--- config.mk ---
export PLATFORM = sky130hd
export DESIGN_NAME = regfile_access_sched
export DESIGN_NICKNAME = d
export VERILOG_FILES = /design/src/rtl/regfile_access_sched_pkg.sv /design/src/rtl/regfile_access_sched_decode.sv /design/src/rtl/regfile_access_sched.sv
export SDC_FILE = /design/constraint.sdc
export NUM_CORES = 1
export LEC_CHECK = 0
export CORE_MARGIN = 2
export CORE_UTILIZATION = 51
export DETAILED_ROUTE_END_ITERATION = 8
export PLACE_DENSITY = 0.76
export SYNTH_ARGS = -nofsm -noshare
export SYNTH_HDL_FRONTEND = slang
export SYNTH_SLANG_ARGS = --single-unit
export TNS_END_PERCENT = 5
--- constraint.sdc ---
create_clock -name eclk -period 1.75 [get_ports eclk]
set_input_delay 0.2625 -clock eclk [delete_from_list [all_inputs] [get_ports eclk]]
set_output_delay 0.2625 -clock eclk [all_outputs]
set_load 0.02 [all_outputs]
--- src/rtl/regfile_access_sched_pkg.sv ---
// Shared constants for the register-file access scheduler.
//   - register index map (left group 0..1, right group 2..13)
//   - select width, port count, FSM state encoding
//   - is_right(): true when an index lives in the right (data-side) group
package regfile_access_sched_pkg;

  localparam int SEL_W     = 14;
  localparam int IDX_W     = 4;
  localparam int NUM_PORTS = 2;   // 0 = port A (left bus), 1 = port B (right bus)

  localparam logic [IDX_W-1:0] IDX_PC  = 4'd0;
  localparam logic [IDX_W-1:0] IDX_IR  = 4'd1;
  localparam logic [IDX_W-1:0] IDX_WZ  = 4'd2;
  localparam logic [IDX_W-1:0] IDX_SP  = 4'd3;
  localparam logic [IDX_W-1:0] IDX_IY  = 4'd4;
  localparam logic [IDX_W-1:0] IDX_IX  = 4'd5;
  localparam logic [IDX_W-1:0] IDX_HL1 = 4'd6;
  localparam logic [IDX_W-1:0] IDX_HL0 = 4'd7;
  localparam logic [IDX_W-1:0] IDX_DE1 = 4'd8;
  localparam logic [IDX_W-1:0] IDX_DE0 = 4'd9;
  localparam logic [IDX_W-1:0] IDX_BC1 = 4'd10;
  localparam logic [IDX_W-1:0] IDX_BC0 = 4'd11;
  localparam logic [IDX_W-1:0] IDX_AF1 = 4'd12;
  localparam logic [IDX_W-1:0] IDX_AF0 = 4'd13;

  // First index of the right group.
  localparam logic [IDX_W-1:0] GRP_BOUND = 4'd2;

  localparam logic [1:0] ST_IDLE  = 2'd0;
  localparam logic [1:0] ST_DRIVE = 2'd1;
  localparam logic [1:0] ST_HOLD  = 2'd2;

  function automatic logic is_right(input logic [IDX_W-1:0] idx);
    return (idx >= GRP_BOUND) && (idx <= IDX_AF0);
  endfunction

endpackage

--- src/rtl/regfile_access_sched_decode.sv ---
// regsched_decode: maps a register index plus the swap flags to a one-hot
// slice select.
//   idx_i      register index (14/15 are illegal)
//   swap_af_i  exchange af1/af0
//   swap_x_i   exchange hl1/hl0, de1/de0, bc1/bc0
//   sel_o      one-hot select, zero for an illegal index
//   legal_o    index is 0..13
module regsched_decode
  import regfile_access_sched_pkg::*;
(
  input  logic [IDX_W-1:0] idx_i,
  input  logic             swap_af_i,
  input  logic             swap_x_i,
  output logic [SEL_W-1:0] sel_o,
  output logic             legal_o
);

  logic [IDX_W-1:0] phys;

  always_comb begin
    phys = idx_i;
    // Paired registers sit on adjacent even/odd indices, so a swap is a bit-0 flip.
    if (swap_af_i && idx_i >= IDX_AF1 && idx_i <= IDX_AF0) phys = idx_i ^ 4'd1;
    if (swap_x_i  && idx_i >= IDX_HL1 && idx_i <= IDX_BC0) phys = idx_i ^ 4'd1;
    legal_o = (idx_i <= IDX_AF0);
    sel_o   = legal_o ? ({{(SEL_W-1){1'b0}}, 1'b1} << phys) : '0;
  end

endmodule

--- src/rtl/regfile_access_sched.sv ---
// regfile_access_sched: arbitrates two requesters onto a 14-entry register
// slice array with a shared left/right bus join.
//   eclk, erst            clock, synchronous active-high reset
//   a_valid/a_we/a_idx    port A request (left-bus owner)
//   b_valid/b_we/b_idx    port B request (right-bus owner)
//   a_ready/b_ready       access-complete pulses
//   a_rvalid/b_rvalid     read-data-valid pulses (one cycle after read ready)
//   ex_af, exx            swap-flag toggle pulses
//   sel                   one-hot slice select
//   pc_wr/reg_wr/r_p      left write, right write, bus join
//   err                   illegal-index pulse
// Build option: define REGSCHED_SWAP_EN to enable the af / bc-de-hl swap flags.
module regfile_access_sched
  import regfile_access_sched_pkg::*;
#(
  parameter int WR_HOLD = 1   // extra write cycles after DRIVE, 0..3
) (
  input  logic             eclk,
  input  logic             erst,
  input  logic             a_valid,
  input  logic             a_we,
  input  logic [IDX_W-1:0] a_idx,
  input  logic             b_valid,
  input  logic             b_we,
  input  logic [IDX_W-1:0] b_idx,
  output logic             a_ready,
  output logic             b_ready,
  output logic             a_rvalid,
  output logic             b_rvalid,
  input  logic             ex_af,
  input  logic             exx,
  output logic [SEL_W-1:0] sel,
  output logic             pc_wr,
  output logic             reg_wr,
  output logic             r_p,
  output logic             err
);

  logic swap_af_q, swap_x_q;

`ifdef REGSCHED_SWAP_EN
  always_ff @(posedge eclk) begin
    if (erst) begin
      swap_af_q <= 1'b0;
      swap_x_q  <= 1'b0;
    end else begin
      if (ex_af) swap_af_q <= ~swap_af_q;
      if (exx)   swap_x_q  <= ~swap_x_q;
    end
  end
`else
  assign swap_af_q = 1'b0;
  assign swap_x_q  = 1'b0;
  logic unused_swap;
  assign unused_swap = ex_af ^ exx;
`endif

  logic [NUM_PORTS-1:0]            vld, we, jn, gnt, dlegal;
  logic [NUM_PORTS-1:0][IDX_W-1:0] idx;
  logic [NUM_PORTS-1:0][SEL_W-1:0] dsel;
  logic                            dual, last;

  assign vld = {b_valid, a_valid};
  assign we  = {b_we, a_we};
  assign idx = {b_idx, a_idx};
  // A crosses the join to reach the right group, B to reach the left group.
  assign jn  = {(b_idx < GRP_BOUND), is_right(a_idx)};

  for (genvar i = 0; i < NUM_PORTS; i++) begin : g_dec
    regsched_decode u_dec (
      .idx_i     (idx[i]),
      .swap_af_i (swap_af_q),
      .swap_x_i  (swap_x_q),
      .sel_o     (dsel[i]),
      .legal_o   (dlegal[i])
    );
  end

  // rr_q = 0 gives A priority on a conflict, 1 gives B priority.
  logic                            rr_q, rr_d, rp_q, rp_d;
  logic [1:0]                      st_q, st_d, cnt_q, cnt_d;
  logic [NUM_PORTS-1:0]            act_q, act_d, long_q, long_d, ill_q, ill_d;
  logic [NUM_PORTS-1:0]            we_q, we_d, rv_q, rv_d;
  logic [NUM_PORTS-1:0][SEL_W-1:0] sel_q, sel_d;

  assign dual   = (&vld) && !(|jn) && (&dlegal);
  assign gnt[0] = vld[0] && (dual || !vld[1] || !rr_q);
  assign gnt[1] = vld[1] && (dual || !vld[0] ||  rr_q);
  assign last   = (st_q == ST_DRIVE && WR_HOLD == 0) || (st_q == ST_HOLD && cnt_q == 2'd0);

  always_comb begin
    st_d   = st_q;
    cnt_d  = cnt_q;
    act_d  = act_q;
    long_d = long_q;
    ill_d  = ill_q;
    we_d   = we_q;
    sel_d  = sel_q;
    rp_d   = rp_q;
    rr_d   = rr_q;
    rv_d   = '0;
    case (st_q)
      ST_IDLE: if (|gnt) begin
        st_d   = ST_DRIVE;
        act_d  = gnt;
        we_d   = we;
        sel_d  = dsel;
        ill_d  = ~dlegal;
        long_d = gnt & we & dlegal;   // only legal writes occupy HOLD
        rp_d   = !dual && (gnt[0] ? jn[0] : jn[1]);
        if (!dual) rr_d = gnt[0];     // hand priority to the port not served
      end
      ST_DRIVE: begin
        rv_d = act_q & ~we_q & ~ill_q;
        if (WR_HOLD != 0 && |(act_q & long_q)) begin
          st_d  = ST_HOLD;
          cnt_d = 2'(WR_HOLD - 1);
          act_d = act_q & long_q;     // a read paired with a write drops out here
        end else begin
          st_d  = ST_IDLE;
          act_d = '0;
          rp_d  = 1'b0;
        end
      end
      ST_HOLD: begin
        if (cnt_q == 2'd0) begin
          st_d  = ST_IDLE;
          act_d = '0;
          rp_d  = 1'b0;
        end else begin
          cnt_d = cnt_q - 2'd1;
        end
      end
      default: begin
        st_d  = ST_IDLE;
        act_d = '0;
        rp_d  = 1'b0;
      end
    endcase
  end

  always_ff @(posedge eclk) begin
    if (erst) begin
      st_q   <= ST_IDLE;
      cnt_q  <= 2'd0;
      act_q  <= '0;
      long_q <= '0;
      ill_q  <= '0;
      we_q   <= '0;
      sel_q  <= '0;
      rp_q   <= 1'b0;
      rr_q   <= 1'b0;
      rv_q   <= '0;
    end else begin
      st_q   <= st_d;
      cnt_q  <= cnt_d;
      act_q  <= act_d;
      long_q <= long_d;
      ill_q  <= ill_d;
      we_q   <= we_d;
      sel_q  <= sel_d;
      rp_q   <= rp_d;
      rr_q   <= rr_d;
      rv_q   <= rv_d;
    end
  end

  always_comb begin
    sel = '0;
    for (int i = 0; i < NUM_PORTS; i++) if (act_q[i]) sel |= sel_q[i];
  end

  assign pc_wr  = act_q[0] & long_q[0];
  assign reg_wr = act_q[1] & long_q[1];
  assign r_p    = rp_q;

  // Handshake pulses are masked by erst so an access cut by reset never completes.
  assign a_ready  = act_q[0] & (~long_q[0] | last) & ~erst;
  assign b_ready  = act_q[1] & (~long_q[1] | last) & ~erst;
  assign a_rvalid = rv_q[0] & ~erst;
  assign b_rvalid = rv_q[1] & ~erst;
  assign err      = |(act_q & ill_q) & ~erst;

endmodule

==> results of run 1 <==
-- Yosys cell counts (2+ instances only) --
cell / number
nand3_1: 20
a22o_1: 15
and2_1: 3
nand4_1: 10
nand2b_1: 3
a21oi_1: 40
inv_1: 6
nor2_1: 16
clkbuf_1: 6
o211ai_1: 3
nand2_1: 37
nor2b_1: 10
ha_1: 4
buf_2: 8
and2b_1: 2
o21ai_1: 3
dfxtp_1: 44
buf_1: 2
nor4_1: 2
-- stage by stage --
| step | cells | total power, uW |
|---|---|---|
| 5_1_grt | 355 | 2370 |
| 3_3_place_gp | 348 | 1390 |
| 6_report | 355 | 2290 |
| 2_1_floorplan | 254 | 1240 |
| 4_1_cts | 355 | 2290 |
| 3_5_place_dp | 348 | 1400 |
-- cells in the final DEF (no fill, tap or decap), types with 2 or more instances in the layout --
cell type        count
dfxtp_1             42
a21oi_1             40
nand2_1             37
buf_4               23
nand3_1             20
dlygate4sd2_1       18
nor2_1              16
a22o_1              15
clkdlybuf4s50_1     13
nand4_1             10
nor2b_1              9
inv_1                6
clkbuf_8             5
ha_1                 4
and2_1               3
nand2b_1             3
o21ai_1              3
o211ai_1             3
nor4_1               2
and2b_1              2
dfxtp_2              2
bufinv_16            2
dlymetal6s2s_1       2
clkbuf_2             2
buf_12               2
-- final cells by class --
type | count | area [sq um] | share of cell area [%]
clock buffer | 5 | 68.8 | 2.53
multi-input combinational | 188 | 1090 | 40.1
tap | 50 | 62.6 | 2.30
sequential | 44 | 883 | 32.4
inverter | 6 | 22.5 | 0.826
timing repair buffer | 60 | 536 | 19.7
clock inverter | 2 | 60.1 | 2.20
-- flip-flops by register name (all words and copies together) (netlist names) --
| register | cells |
|---|---|
| r_p | 1 |
| rr_q | 1 |
| we_q | 2 |
| act_q | 2 |
| ill_q | 2 |
| rv_q | 2 |
| long_q | 2 |
| cnt_q | 2 |
| st_q | 2 |
| sel_q | 28 |
-- worst max-delay path, cell delays in order, from the launching register on --
cell and delay (ns):
dfxtp_1 0.39, buf_4 0.20, a22o_1 0.16, dlygate4sd2_1 0.33
-- layer usage --
layer  routed length (um)  track usage [%]
met5                    0                0
met4                   72             8.67
met3                  328             4.33
met2                 2420             38.2
met1                 2500             36.9
-- where the power goes --
| part | total (uW) | internal (uW) | leakage (uW) | switching, uW |
|---|---|---|---|---|
| sequential | 1050 | 1030 | 0.000357 | 22.4 |
| clock | 911 | 562 | 0.0000642 | 349 |
| combinational | 328 | 137 | 0.000696 | 191 |
-- logic make-up after synthesis --
logic type,after synthesis
and+or+nand+nor,109
DFF,44
AOI/OAI and AO/OA,74
buffers and inverters,22
adders and majority gates,4
muxes,1
-- how the worst min path moves through the flow --
stage | startpoint | endpoint | depth (start not counted)
6_report | we_q[1] | rv_q[1] | 1
5_1_grt | we_q[0] | rv_q[0] | 1
4_1_cts | we_q[1] | rv_q[1] | 1
3_5_place_dp | we_q[1] | rv_q[1] | 1
3_3_place_gp | we_q[1] | rv_q[1] | 1
2_1_floorplan | b_we | long_q[1] | 2
-- timing repair --
action | 4_1_cts | 5_1_grt
resized for setup | 21 | 7
setup endpoints to repair | 21 | 5
buffers inserted | 0 | 0
==> metrics.yaml, run 1 <==
die:
  ioPinCount: 38
  die_area_sq_um: 4570
  die_height_um: 67.6
  rows: 23
  die_w_um: 67.6
  core_region_area_sq_um: 3940
  initial_core_util_pct: 52.3
global_route:
  globalRouteOverflowTotal: 0
  grt_pass1_wl_um: 8650
  grt_usage_pct: 25.5
  grt_pass1_vias: 1810
  antenna_found_initial: 0
  grt_max_degree: 33
timing:
  slew_headroom_pct: 71.8
  holdWs_ns: 0.447
  post-route-period-util_pct: 93.5
  setup-tns-final_ns: 0
  drv_slew: 0
  finalWorstSetupSlack_ns: 0.113
  finalCriticalPeriod_ns: 1.64
  clock_skew_ns: 0.00592
  setup_viol: 0
  fmax_ghz: 0.611
  grt_setup_unrepaired: "false"
  worstMarginPinSlew_ns: 0.419
  hold_violations: 0
critical_path:
  r2r_slack_ns: 0.22
  required_ns: 1.49
  path_class: "reg2out"
  cp-endpoint: "sel[13]"
  rr_worst_depth: 6
  arrival_ns: 1.37
  crit_path_start: "act_q[1]"
  path_max_fanout: 9
  end_kind: "primary output"
  regToRegStartpoint: "st_q[0]"
  rr_endpoint: "sel_q[17]"
  cp-start-kind: "flop"
clocking:
  htreeDepth: 2
  cts.sinks: 44
  clock_path_buffers: 2
  postCtsHoldBufs: 0
  clk_latency_ns: 0.30
  cts-buffers-inserted: 5
  cts_tree: "yes"
  cts-root-buf: "clkbuf_8"
  cts.clk_slew.worst_paths_ns: 0.08
synth:
  synth_area_sq_um: 2060
  yosysSeqAreaShare_pct: 42.7
  avgSynthCellArea_sq_um: 8.12
  ys.flop_type: "dfxtp_1"
  synth_area_leader_cell: "dfxtp_1"
  synthXorXnorAreaFrac_pct: 0
  synthTopCellsByArea: "dfxtp_1 (43%), a21oi_1 (9.7%), nand2_1 (6.7%), a22o_1 (6.4%), nand3_1 (4.9%)"
  synth_fa_ha_area_share_pct: 2.43
  muxShareOfSynthArea_pct: 0.485
  yosys.area_share.simple_pct: 26.5
  yosysTopAreaCellShare_pct: 42.7
  synth_top_family_by_area: "simple AND/OR/NAND/NOR gates"
  synth_edf_count: 0
  synthesis.instances: 254
  syn-num-nets: 274
  synth_async_sr_flop_share_pct: 0
  ys_ff_latch: 44
  synthDistinctLibCells: 39
  synth_compound_area_share_pct: 23.4
  yosys_warnings: 0
drt:
  dr.pass1.iters: 4
  wire_per_inst_um: 15.0
  via_per_inst: 5.76
  num_vias: 2046
  antenna_left: 0
  drtIter0Drc: 150
  drc: 0
  wl_um: 5320
final_layout:
  final_core_util_pct: 69.1
  fillers: 333
  nets: 325
  antenna_cells: 0
  fin_area_sq_um: 2730
  syn_to_final_growth_pct: 32.1
  drive_gt1_share_pct: 13.8
pwr:
  p_leak_uw: 0.00112
  power-per-cell-area_nw_per_um2: 841
  peakVddDrop_v: 0.000625
outcome:
  outcome: "completed"
placed_design:
  dp_hpwl_um: 3750
  dp_slack_ns: -0.274
  postPlaceCellArea_sq_um: 2620
  io_buffers: 35
  gp_congestion: 0.842
job:
  cap_viol_max_count: 0
worst_hold_path:
  hold_path.class: "reg2reg"
(Power assumes the default switching activity.)
==> inputs of run 2 (changes only) <==
--- a/config.mk
+++ b/config.mk
@@ -6,9 +6,9 @@
 export NUM_CORES = 1
 export LEC_CHECK = 0
 export CORE_MARGIN = 2
-export CORE_UTILIZATION = 51
+export CORE_UTILIZATION = 55
 export DETAILED_ROUTE_END_ITERATION = 8
-export PLACE_DENSITY = 0.76
+export PLACE_DENSITY = 0.81
 export SYNTH_ARGS = -nofsm -noshare
 export SYNTH_HDL_FRONTEND = slang
 export SYNTH_SLANG_ARGS = --single-unit
==> constraint.sdc (replaced) <==
create_clock -name eclk -period 1.9 [get_ports eclk]
set_input_delay 0.285 -clock eclk [delete_from_list [all_inputs] [get_ports eclk]]
set_output_delay 0.285 -clock eclk [all_outputs]
set_load 0.02 [all_outputs]
==> metrics.yaml, run 2 (synthesis results as in run 1) <==
timing:
  clock_skew_ns: 0.00674
  hold_violations: 0
  setup-tns-final_ns: 0
  grt_setup_unrepaired: "false"
  finalWorstSetupSlack_ns: 0.151
  finalCriticalPeriod_ns: 1.75
  drv_slew: 0
  worstMarginPinSlew_ns: 0.442
  fmax_ghz: 0.572
  holdWs_ns: 0.450
  setup_viol: 0
  slew_headroom_pct: 70.4
  post-route-period-util_pct: 92.1
global_route:
  grt_usage_pct: 26.3
  grt_max_degree: 36
  globalRouteOverflowTotal: 0
  grt_pass1_vias: 1838
  grt_pass1_wl_um: 8550
  antenna_found_initial: 0
clocking:
  htreeDepth: 2
  post-cts-setup-buffer-count: 0
  cts.clk_slew.worst_paths_ns: 0.08
  clk_latency_ns: 0.30
  postCtsHoldBufs: 0
  clock_path_buffers: 2
  cts_tree: "yes"
  cts-root-buf: "clkbuf_8"
  cts-buffers-inserted: 5
  cts.sinks: 44
critical_path:
  end_kind: "primary output"
  path_max_fanout: 5
  required_ns: 1.62
  path_class: "reg2out"
  arrival_ns: 1.46
  r2r_slack_ns: 0.42
  cp-start-kind: "flop"
final_layout:
  nets: 318
  syn_to_final_growth_pct: 27.9
  antenna_cells: 0
  final_common_cell: "dfxtp_1"
  layout_common_cells: "dfxtp_1 (44), a21oi_1 (40), nand2_1 (37)"
  final_cells: 347
  multi_input_area_sq_um: 1090
  fillers: 298
  drive_gt1_share_pct: 10.0
  regArea_sq_um: 881
  largest_register: "sel_q"
  largest_reg_flops: 28
drt:
  met2WireLength_um: 2360
  num_vias: 2004
  drtIter0Drc: 171
  drc: 0
  dr.pass1.iters: 4
  via_per_inst: 5.78
  wl_um: 5180
  wire_per_inst_um: 14.9
  wl_met3_um: 451
  wl_met1_um: 2330
  routed.top_layer: "met4"
  antenna_left: 0
pwr:
  peakVddDrop_v: 0.000584
  clkPwrFrac_pct: 32.5
  intPower_uw: 1360
  seqPwrFrac_pct: 51.7
  p_switching_uw: 504
  power.total_uw: 1870
  p_leak_uw: 0.00106
  combPwrFrac_pct: 15.7
  power-per-cell-area_nw_per_um2: 708
  swShare_pct: 27.0
placed_design:
  io_buffers: 35
  gp_congestion: 0.878
  dp_hpwl_um: 3750
  place_inst: 339
  dp_slack_ns: -0.0668
die:
  ioPinCount: 38
  die_area_sq_um: 4260
  rows: 22
  core_region_area_sq_um: 3630
  initial_core_util_pct: 56.8
  die_height_um: 65.3
  die_w_um: 65.3
outcome:
  outcome: "completed"
job:
  cap_viol_max_count: 0
worst_hold_path:
  hold_path.class: "reg2reg"
-- run 2: cell types whose count changed in the layout (fill, tap and decap cells not counted), moves of 2 or more --
| cell | before | now |
|---|---|---|
| dfxtp_1 | 42 | 44 |
| dfxtp_2 | 2 | 0 |
| clkdlybuf4s50_1 | 13 | 15 |
| clkbuf_2 | 2 | 0 |
| bufinv_16 | 2 | 0 |
| clkbuf_1 | 0 | 2 |
| buf_4 | 23 | 15 |
-- run 2: timing repair --
item	in CTS	in global routing
resized for setup	20	1
endpoints found under the hold margin	0	0
endpoints found under the setup margin	20	1
-- run 2: cell type report --
| class | count | share of cell area, % |
|---|---|---|
| Clock buffer | 8 | 3.41 |
| Inverter | 6 | 0.853 |
| Tap cell | 48 | 2.28 |
| Multi-Input combinational cell | 188 | 41.4 |
| Sequential cell | 44 | 33.4 |
| Timing Repair Buffer | 53 | 18.7 |
-- run 2: worst paths after layout --
kind | depth (start not counted) | start | to
setup / recovery | 2 | long_q[0] | pc_wr
hold / removal | 1 | we_q[1] | rv_q[1]
setup reg to reg | 6 | st_q[0] | sel_q[17]
hold reg to reg | 1 | we_q[1] | rv_q[1]
-- run 2: worst max-delay path, stage by stage (launching register included) --
cell	delay [ns]
dfxtp_1	0.41
and2_1	0.16
clkdlybuf4s50_1	0.60
-- run 2: per-layer routing --
layer	global-route usage, %	vias to the layer above
li1	-	995
met1	36.9	923
met2	40.8	81
met3	6.51	5
met4	6.51	0
met5	0	-
-- run 2: metrics by stage --
step | area [sq um] | util (%)
3_5_place_dp | 2570 | 70.6
3_3_place_gp | 2570 | 70.6
2_1_floorplan | 2060 | -
4_1_cts | 2640 | 72.6
6_report | 2640 | 72.6
5_1_grt | 2640 | 72.6
-- run 2: power by group through the flow --
stage | sequential, uW | clock, uW | combinational, uW
floorplan | 981 | 0 | 163
global placement | 986 | 0 | 289
detailed placement | 987 | 0 | 293
CTS | 965 | 608 | 292
global route | 969 | 656 | 318
finish | 966 | 607 | 294
==> inputs of run 3 (changes only) <==
--- a/config.mk
+++ b/config.mk
@@ -5,10 +5,12 @@
 export SDC_FILE = /design/constraint.sdc
 export NUM_CORES = 1
 export LEC_CHECK = 0
+export CORE_ASPECT_RATIO = 0.6
 export CORE_MARGIN = 2
 export CORE_UTILIZATION = 55
 export DETAILED_ROUTE_END_ITERATION = 8
 export PLACE_DENSITY = 0.81
+export SETUP_SLACK_MARGIN = 0.15
 export SYNTH_ARGS = -nofsm -noshare
 export SYNTH_HDL_FRONTEND = slang
 export SYNTH_SLANG_ARGS = --single-unit
==> metrics.yaml, run 3 (synthesis results as in run 1) <==
clocking:
  cts.clk_slew.worst_paths_ns: 0.08
  cts-buffers-inserted: 5
  clk_latency_ns: 0.30
  cts.sinks: 44
  post-cts-setup-buffer-count: 0
  cts-root-buf: "clkbuf_8"
  htreeDepth: 2
  postCtsHoldBufs: 0
  ctsResizeCount: 21
  cts_tree: "yes"
  clock_path_buffers: 2
critical_path:
  cp-start-kind: "flop"
  crit_path_start: "long_q[0]"
  end_kind: "primary output"
  regToRegStartpoint: "st_q[0]"
  arrival_ns: 1.46
  rr_worst_depth: 6
  path_max_fanout: 5
  path_class: "reg2out"
  required_ns: 1.62
final_layout:
  multi_input_area_sq_um: 1090
  syn_to_final_growth_pct: 26.6
  nets: 316
  largest_register: "sel_q"
  drive_gt1_share_pct: 9.76
  regArea_sq_um: 881
  antenna_cells: 0
  layout_common_cells: "dfxtp_1 (44), a21oi_1 (40), nand2_1 (37)"
  final_common_cell: "dfxtp_1"
  fin_area_sq_um: 2610
  fillers: 298
  largest_reg_flops: 28
timing:
  finalCriticalPeriod_ns: 1.75
  grt_setup_unrepaired: "true"
  post-route-period-util_pct: 92.1
  setup_viol: 0
  setup-tns-final_ns: 0
  hold_violations: 0
  drv_slew: 0
  worstMarginPinSlew_ns: 0.487
  clock_skew_ns: 0.00799
  slew_headroom_pct: 67.2
  fmax_ghz: 0.572
  holdWs_ns: 0.432
  finalWorstSetupSlack_ns: 0.151
global_route:
  globalRouteOverflowTotal: 0
  grt_max_degree: 37
  grt_pass1_wl_um: 8340
  grt_usage_pct: 25.9
  grt_pass1_vias: 1622
  antenna_found_initial: 0
drt:
  num_vias: 1954
  wl_um: 5080
  drc: 0
  via_per_inst: 5.68
  wire_per_inst_um: 14.8
  drtIter0Drc: 162
  antenna_left: 0
  dr.pass1.iters: 4
die:
  ioPinCount: 38
  rows: 17
  initial_core_util_pct: 56.7
  die_height_um: 51.4
  core_region_area_sq_um: 3640
  die_area_sq_um: 4270
  die_w_um: 83.1
placed_design:
  postPlaceCellArea_sq_um: 2550
  gp_congestion: 0.836
  dp_hpwl_um: 3650
  io_buffers: 35
  dp_slack_ns: -0.0662
outcome:
  outcome: "completed"
worst_hold_path:
  holdCritStartpoint: "we_q[1]"
  hold_path.class: "reg2reg"
  hold_depth: 1
pwr:
  p_switching_uw: 501
  peakVddDrop_v: 0.000572
  intPower_uw: 1360
  p_leak_uw: 0.00103
  power-per-cell-area_nw_per_um2: 713
  seqPwrFrac_pct: 51.9
  power.total_uw: 1860
  swShare_pct: 26.9
  clkPwrFrac_pct: 32.6
  combPwrFrac_pct: 15.6
job:
  cap_viol_max_count: 0
run 3: power groups by stage:
stage | registers [uW] | clock network (uW) | logic, uW
after global placement | 986 | 0 | 287
after floorplan | 981 | 0 | 163
after CTS | 965 | 619 | 287
after detailed placement | 987 | 0 | 289
final | 966 | 606 | 290
after global routing | 969 | 661 | 316
run 3: critical path: stages (launching register included):
cell,delay (ns)
dfxtp_1,0.41
and2_1,0.15
clkdlybuf4s50_1,0.59
run 3: cell type report:
type | instances | area share [%]
inverter | 6 | 0.862
multi-input combinational | 188 | 41.8
sequential | 44 | 33.7
timing repair buffer | 51 | 17.9
tap | 47 | 2.25
clock buffer | 8 | 3.45
run 3: final timing paths:
check / end / slack, ns
max: pc_wr / 0.15
min: rv_q[1] / 0.43
max reg2reg: sel_q[12] / 0.38
min reg2reg: rv_q[1] / 0.43
run 3: layer usage:
metal	global-route usage [%]	up-vias	share of wire, %
met2	32.1	73	37
met3	9.53	6	10
met4	8.20	0	1.3
met5	0	-	0
met1	39.9	883	51
li1	-	992	-
run 3: through the flow:
step	utilization, %	cells
2_1_floorplan	-	254
3_3_place_gp	70.1	336
3_5_place_dp	70.1	336
4_1_cts	71.9	344
5_1_grt	71.8	344
6_report	71.8	344
